## src/rtl/noobs_prefetch_ifetch_pkg.sv

```systemverilog
// Shared constants and helpers for the NoobsCpu prefetching fetch unit.
package noobs_prefetch_ifetch_pkg;

  // Core-wide defaults for the instruction side.
  localparam int NOOBS_AW         = 12;
  localparam int NOOBS_DW         = 8;
  localparam int NOOBS_RESET_ADDR = 0;

  // What happens to a memory response in the current cycle.
  typedef enum logic [1:0] {
    RESP_NONE = 2'd0,
    RESP_PUSH = 2'd1,
    RESP_DROP = 2'd2
  } resp_kind_e;

  // Ceiling log2, usable in constant expressions for counter and pointer widths.
  function automatic int noobs_clog2(input int n);
    int r;
    r = 0;
    for (int i = 0; i < 31; i++) begin
      if ((1 << i) < n) r = i + 1;
    end
    return r;
  endfunction

endpackage

```

## src/rtl/noobs_prefetch_ifetch_sync_fifo.sv

```systemverilog
// Small synchronous FIFO with flush; DEPTH must be a power of two so the
// pointers wrap naturally. The head entry is presented combinationally.
module noobs_sync_fifo
  import noobs_prefetch_ifetch_pkg::*;
#(
  parameter int WIDTH = 8,
  parameter int DEPTH = 4
) (
  input  logic                          clk,
  input  logic                          reset,
  input  logic                          push_i,
  input  logic                          pop_i,
  input  logic                          flush_i,
  input  logic [WIDTH-1:0]              wdata_i,
  output logic [WIDTH-1:0]              rdata_o,
  output logic [noobs_clog2(DEPTH):0]   count_o,
  output logic                          full_o,
  output logic                          empty_o
);

  localparam int PW = noobs_clog2(DEPTH);
  localparam int CW = PW + 1;

  logic [WIDTH-1:0] mem_q [DEPTH];
  logic [PW-1:0]    wptr_q, wptr_d;
  logic [PW-1:0]    rptr_q, rptr_d;
  logic [CW-1:0]    count_q, count_d;
  logic             do_push;
  logic             do_pop;

  assign full_o  = (count_q == CW'(DEPTH));
  assign empty_o = (count_q == '0);
  assign count_o = count_q;
  assign rdata_o = mem_q[rptr_q];

  // Overflow and underflow requests are ignored rather than corrupting state.
  assign do_push = push_i & ~full_o;
  assign do_pop  = pop_i & ~empty_o;

  // Pointer and occupancy next-state; flush wins over push and pop.
  always_comb begin
    wptr_d  = wptr_q;
    rptr_d  = rptr_q;
    count_d = count_q;
    if (flush_i) begin
      wptr_d  = '0;
      rptr_d  = '0;
      count_d = '0;
    end else begin
      if (do_push) wptr_d = wptr_q + PW'(1);
      if (do_pop)  rptr_d = rptr_q + PW'(1);
      case ({do_push, do_pop})
        2'b10:   count_d = count_q + CW'(1);
        2'b01:   count_d = count_q - CW'(1);
        default: count_d = count_q;
      endcase
    end
  end

  // Pointer and occupancy registers.
  always_ff @(posedge clk or posedge reset) begin
    if (reset) begin
      wptr_q  <= '0;
      rptr_q  <= '0;
      count_q <= '0;
    end else begin
      wptr_q  <= wptr_d;
      rptr_q  <= rptr_d;
      count_q <= count_d;
    end
  end

  // Storage array; contents need no reset because count gates visibility.
  always_ff @(posedge clk) begin
    if (do_push && !flush_i) mem_q[wptr_q] <= wdata_i;
  end

endmodule

```

## src/rtl/noobs_prefetch_ifetch.sv

```systemverilog
// Prefetching instruction fetch unit: keeps up to DEPTH reads in flight
// against an in-order, variable-latency instruction memory, queues the
// returned words with their addresses, and drops stale responses after a
// branch redirect.
module noobs_prefetch_ifetch
  import noobs_prefetch_ifetch_pkg::*;
#(
  parameter int            AW         = NOOBS_AW,
  parameter int            DW         = NOOBS_DW,
  parameter int            DEPTH      = 4,
  parameter logic [AW-1:0] RESET_ADDR = AW'(NOOBS_RESET_ADDR)
) (
  input  logic          clk,
  input  logic          reset,
  input  logic          fetch_en,
  input  logic          branch,
  input  logic [AW-1:0] tgt_addr,
  output logic          i_req,
  output logic [AW-1:0] i_addr,
  input  logic          i_vld,
  input  logic [DW-1:0] i_data,
  output logic          inst_vld,
  output logic [DW-1:0] inst_o,
  output logic [AW-1:0] inst_addr,
  output logic [AW-1:0] next_addr,
  input  logic          inst_rdy,
  output logic          busy
);

  localparam int CW = noobs_clog2(DEPTH) + 1;

  logic [AW-1:0]    fetch_pc_q, fetch_pc_d;
  logic [CW-1:0]    outstanding_q, outstanding_d;
  logic [CW-1:0]    drop_cnt_q, drop_cnt_d;

  logic             issue;
  logic             credit_ok;
  logic [CW:0]      credits_used;
  resp_kind_e       resp_kind;

  logic             q_push, q_pop, q_flush;
  logic [AW+DW-1:0] q_wdata, q_rdata;
  logic [CW-1:0]    q_count;
  logic             q_full, q_empty;

  logic [AW-1:0]    tag_head;
  logic [CW-1:0]    tag_count;
  logic             tag_full, tag_empty;

  // Every queued entry plus every read in flight holds one credit, so a
  // response always finds room in the instruction queue.
  assign credits_used = {1'b0, q_count} + {1'b0, outstanding_q};
  assign credit_ok    = (credits_used < (CW+1)'(DEPTH));

  assign issue  = fetch_en & ~branch & ~reset & credit_ok;
  assign i_req  = issue;
  assign i_addr = fetch_pc_q;

  // Classify the response: anything arriving during a branch or while stale
  // reads are still draining is discarded.
  always_comb begin
    resp_kind = RESP_NONE;
    if (i_vld) begin
      if (branch || (drop_cnt_q != '0)) resp_kind = RESP_DROP;
      else                              resp_kind = RESP_PUSH;
    end
  end

  assign q_push  = (resp_kind == RESP_PUSH);
  assign q_pop   = inst_vld & inst_rdy & ~branch;
  assign q_flush = branch;
  assign q_wdata = {tag_head, i_data};

  // Address tags follow the reads in issue order; every response retires one
  // tag whether it is kept or dropped, so this FIFO is never flushed.
  noobs_sync_fifo #(
    .WIDTH (AW),
    .DEPTH (DEPTH)
  ) u_tag_fifo (
    .clk     (clk),
    .reset   (reset),
    .push_i  (issue),
    .pop_i   (i_vld),
    .flush_i (1'b0),
    .wdata_i (fetch_pc_q),
    .rdata_o (tag_head),
    .count_o (tag_count),
    .full_o  (tag_full),
    .empty_o (tag_empty)
  );

  noobs_sync_fifo #(
    .WIDTH (AW + DW),
    .DEPTH (DEPTH)
  ) u_inst_queue (
    .clk     (clk),
    .reset   (reset),
    .push_i  (q_push),
    .pop_i   (q_pop),
    .flush_i (q_flush),
    .wdata_i (q_wdata),
    .rdata_o (q_rdata),
    .count_o (q_count),
    .full_o  (q_full),
    .empty_o (q_empty)
  );

  // Next fetch address, in-flight count and stale-response count.
  always_comb begin
    fetch_pc_d    = fetch_pc_q;
    outstanding_d = outstanding_q;
    drop_cnt_d    = drop_cnt_q;

    if (branch)     fetch_pc_d = tgt_addr;
    else if (issue) fetch_pc_d = fetch_pc_q + AW'(1);

    case ({issue, i_vld})
      2'b10:   outstanding_d = outstanding_q + CW'(1);
      2'b01:   outstanding_d = outstanding_q - CW'(1);
      default: outstanding_d = outstanding_q;
    endcase

    // Reads already marked stale are a subset of those in flight, so after a
    // redirect every read still in flight is stale; this keeps back-to-back
    // branches from counting the same read twice.
    if (branch)                            drop_cnt_d = outstanding_q - CW'(i_vld);
    else if (i_vld && drop_cnt_q != '0)    drop_cnt_d = drop_cnt_q - CW'(1);
  end

  // Fetch state registers.
  always_ff @(posedge clk or posedge reset) begin
    if (reset) begin
      fetch_pc_q    <= RESET_ADDR;
      outstanding_q <= '0;
      drop_cnt_q    <= '0;
    end else begin
      fetch_pc_q    <= fetch_pc_d;
      outstanding_q <= outstanding_d;
      drop_cnt_q    <= drop_cnt_d;
    end
  end

  assign inst_vld  = ~q_empty;
  assign inst_o    = q_empty ? '0 : q_rdata[DW-1:0];
  assign inst_addr = q_empty ? '0 : q_rdata[AW+DW-1:DW];
  assign next_addr = inst_addr + AW'(1);
  assign busy      = (outstanding_q != '0) || (drop_cnt_q != '0);

  // Credit accounting must make these impossible.
  a_no_queue_overflow: assert property (@(posedge clk) disable iff (reset)
    q_push |-> !q_full);
  a_no_tag_overflow: assert property (@(posedge clk) disable iff (reset)
    issue |-> !tag_full);
  a_resp_has_tag: assert property (@(posedge clk) disable iff (reset)
    i_vld |-> !tag_empty);
  a_tags_match_inflight: assert property (@(posedge clk) disable iff (reset)
    tag_count == outstanding_q);

endmodule
```

## config.mk

```make
export PLATFORM = sky130hd
export DESIGN_NAME = noobs_prefetch_ifetch
export DESIGN_NICKNAME = d
export VERILOG_FILES = /design/src/rtl/noobs_prefetch_ifetch_pkg.sv /design/src/rtl/noobs_prefetch_ifetch_sync_fifo.sv /design/src/rtl/noobs_prefetch_ifetch.sv
export SDC_FILE = /design/constraint.sdc
export NUM_CORES = 1
export LEC_CHECK = 0
export ABC_AREA = 1
export CAP_MARGIN = 20
export CELL_PAD_IN_SITES_DETAIL_PLACEMENT = 1
export CELL_PAD_IN_SITES_GLOBAL_PLACEMENT = 1
export CORE_MARGIN = 4
export CORE_UTILIZATION = 45
export DETAILED_ROUTE_END_ITERATION = 16
export PLACE_DENSITY = 0.85
export SLEW_MARGIN = 20
export SYNTH_ARGS = -nofsm -noshare
export SYNTH_HDL_FRONTEND = slang
export SYNTH_SLANG_ARGS = --single-unit
```

## constraint.sdc

```tcl
create_clock -name clk -period 4.55 [get_ports clk]
set_input_delay 0.91 -clock clk [delete_from_list [all_inputs] [get_ports clk]]
set_output_delay 0.91 -clock clk [all_outputs]
set_load 0.005 [all_outputs]
```

==> key figures <==
Logic synthesis
  – Synthesized Nets: 730
  – Asr flop ratio synth: 20.0%
  – Netlist cell types: 32
  – Post-synth top flop: edfxtp_1
  – Netlist Area Pre-Place: roughly 0.0073 mm2
  – Most numerous cell in the Yosys netlist: edfxtp_1
  – Synth top area share: about 53%
  – Synth area leader: edfxtp_1
  – Sequential-to-total area share from yosys stat: a little under two thirds
  – Post-synth EDFFs: 128
  – Post-synth top cells: edfxtp_1 (128), nand2_1 (119), nor2_1 (85)
  – Seq cells post-synth: 160
  – Synth area leaders: edfxtp_1 (53%), dfrtp_1 (11%), nand2_1 (6.1%)
  – Synth Instances: around 680
  – Avg Cell Area, Syn: 10.7 um2
  – Synth Warn #: 0

Pwr
  – Clk pwr share: 28.8%
  – P_int: 3.55 mW
  – Leakage Power: around 3.5 nW
  – Sequential share of power: about 38%
  – Combinational share of power: between 30% and 40%
  – Total power: between 5 and 6 mW
  – Sw frac: approximately 34%
  – Psw: 1.79 mW
  – P per Cell Area: 600 mW/mm2
  – Max VDD drop: between 0.0002 and 0.0003 V

Floorplanning
  – Num rows: 46
  – Die height: between 100 and 150 um
  – Core ar.: between 0.015 and 0.02 mm2
  – Initial core utilization: 45.8%
  – Die W: around 140 um
  – Ports: 73
  – Die ar.: around 0.018 mm2

STA
  – Fin crit share: approximately nine tenths
  – Final setup margin: around 0.5 ns
  – Slew margin rel.: between 40% and 50%
  – Worst slew pin tran: 0.826 ns
  – RSZ-0062 raised after global routing: no
  – TNS Setup: 0 ns
  – Final Hold Vio Count: 0
  – Fmax achieved: about 250 MHz
  – Count of pins over their slew limit: 0
  – Setup violations, final: 0
  – Clock Skews: between 0.008 and 0.009 ns
  – Period minus WS final: a little over 4 ns
  – Hold Slack: about 0.53 ns

Detailed routing
  – Vias: between 5000 and 6000
  – Vias/cell: ~5.2
  – Length of routed wiring on met1: 7.26 mm
  – DR WL met2: between 9 and 10 mm
  – Number of detailed-route iterations in the first pass: 4
  – WL/cell: around 18 um
  – Residual DRC: 0
  – DRT Wirelength: 17.8 mm
  – Top Layer Used: met4
  – Starting DRT DRC Count: 289
  – ANT nets after route: 0
  – Routed wl met3: about 720 um

Outcome
  – Status: complete, no violations

Setup path
  – CP arrival: about 3.2 ns
  – Reg2reg start: u_inst_queue.count_o[1]
  – Critical Path End Type: output pin
  – Worst EP required: between 3 and 4 ns
  – Crit path from: u_inst_queue.rptr_q[0]
  – WS Path Type: reg -> out
  – Startpoint types: flop
  – Crit Path Max Fanout: slightly above 40

Worst hold path
  – Worst hold start: outstanding_q[0]
  – Hold Crit Class: reg -> reg

Clock network
  – Cts repair resizes: 0
  – CTS root buffer: clkbuf_16
  – Clk sinks: between 150 and 200
  – Post-CTS setup buffers: 0
  – CTS tree: done
  – Clock-pin transition on the worst setup and hold timing paths: approximately 0.07 ns
  – Max Buffers Root-to-Sink: 2
  – CTS buffer count: 17
  – Worst-Skew Late Latency: roughly 0.43 ns
  – Htree depth: 4
  – Hold buffers post-CTS: 0

Final layout
  – Antenna Diode Count: 0
  – Post-route non-filler standard cell count: about 1000
  – Area of the multi-input gates: 0.00222 mm2
  – Reg area: between 0.004 and 0.005 mm2
  – Final instance area: around 0.0089 mm2
  – Fillers: ~1700
  – Share of layout cells above drive strength 1: 8.24%
  – Final nets: slightly above 800
  – Final Util: a little under three fifths
  – Area grow syn2layout: 22.4%

GRT
  – Vias in the first global route: about 5700
  – Largest net degree at the start of global routing: 42
  – Antenna violations before repair: 0
  – First-pass GRT wire length: 29.1 mm
  – Total GRT Usage: 20.5%
  – GRT overflow: 0

Placement
  – Dpl cell area: just over 0.008 mm2
  – Number of port buffers: 72
  – Cells after DPL: approximately 960
  – HPWL Detailed: roughly 12 mm
  – RD Place Congestion: between 0.8 and 0.9
  – Pre-CTS setup slack: about 0.80 ns

Run
  – Max Cap Viol: 0
## cells by family (layout without fill, tap and decap cells)
kind of cell    count (synthesis)  in the layout  synth area share, %
compound gates                101            101                 7.62
xor+xnor                       18             18                 2.17
simple gates                  281            281                 16.8
flops                         160            160                 63.8
fa+ha+maj                      21             21                 3.92
buf+inv                       102            196                 5.67
## power groups by stage
stage / logic [mW] / clock network [mW] / registers (mW)
after floorplan: 1.06 / 0 / 1.95
after global placement: 1.66 / 0 / 2.02
after detailed placement: 1.79 / 0 / 2.04
after CTS: 1.82 / 1.56 / 2.01
after global routing: 2.00 / 1.63 / 2.04
final: 1.80 / 1.54 / 2.01
## path summary, 6_finish.rpt
check                                   endpoint  slack [ns]  cells past startpoint
hold reg to reg                 outstanding_q[0]        0.53                      1
setup / recovery                    next_addr[6]        0.49                     10
hold / removal                  outstanding_q[0]        0.53                      1
max in group asynchronous              i_addr[6]        2.95                      3
setup reg to reg           u_tag_fifo.count_o[2]        1.78                     11
min in group asynchronous          drop_cnt_q[1]        0.89                      2
## flip-flops by register name (all words and copies together), names as in the netlist
name                  count
drop_cnt_q                3
i_addr                   12
outstanding_q             3
u_inst_queue.count_o      3
u_inst_queue.mem_q       80
u_inst_queue.rptr_q       2
u_inst_queue.wptr_q       2
u_tag_fifo.count_o        3
u_tag_fifo.mem_q         48
u_tag_fifo.rptr_q         2
u_tag_fifo.wptr_q         2
## layout make-up
type	count	area share (%)
Timing Repair Buffer	87	9.35
Clock buffer	22	5.70
Multi-Input combinational cell	421	24.9
Tap cell	216	3.03
Clock inverter	10	1.63
Inverter	77	3.24
Sequential cell	160	52.1
## critical path, stage by stage, from the launching register on
cell	delay [ns]
dfrtp_1	0.39
inv_2	0.50
nand2_1	0.13
nand3_1	0.15
nand2_1	0.07
nor2_1	0.19
ha_1	0.28
nand3_2	0.13
nor2_2	0.17
xor2_1	0.17
clkdlybuf4s50_1	0.53
## cell usage in the layout (no fill, tap or decap), types with 4 or more instances in the layout
cell               n
xnor2_1            7
ha_1              18
o21ai_0           60
nor2_4             5
buf_4             15
edfxtp_1         128
nand2_1          119
a21oi_1           14
nor2_1            85
o211ai_1           7
clkdlybuf4s50_1   72
nand3_1           54
dfrtp_1           32
inv_1             73
o22ai_1           13
clkbuf_16         20
nand4_1            6
xor2_1            11
inv_2              4
## metal layers
metal / up-vias / global-route usage, %
met3: 28 / 4.75
met5: - / 0
met4: 0 / 6.16
met2: 121 / 38.0
li1: 2477 / -
met1: 2579 / 23.6
(Power assumes the default switching activity.)
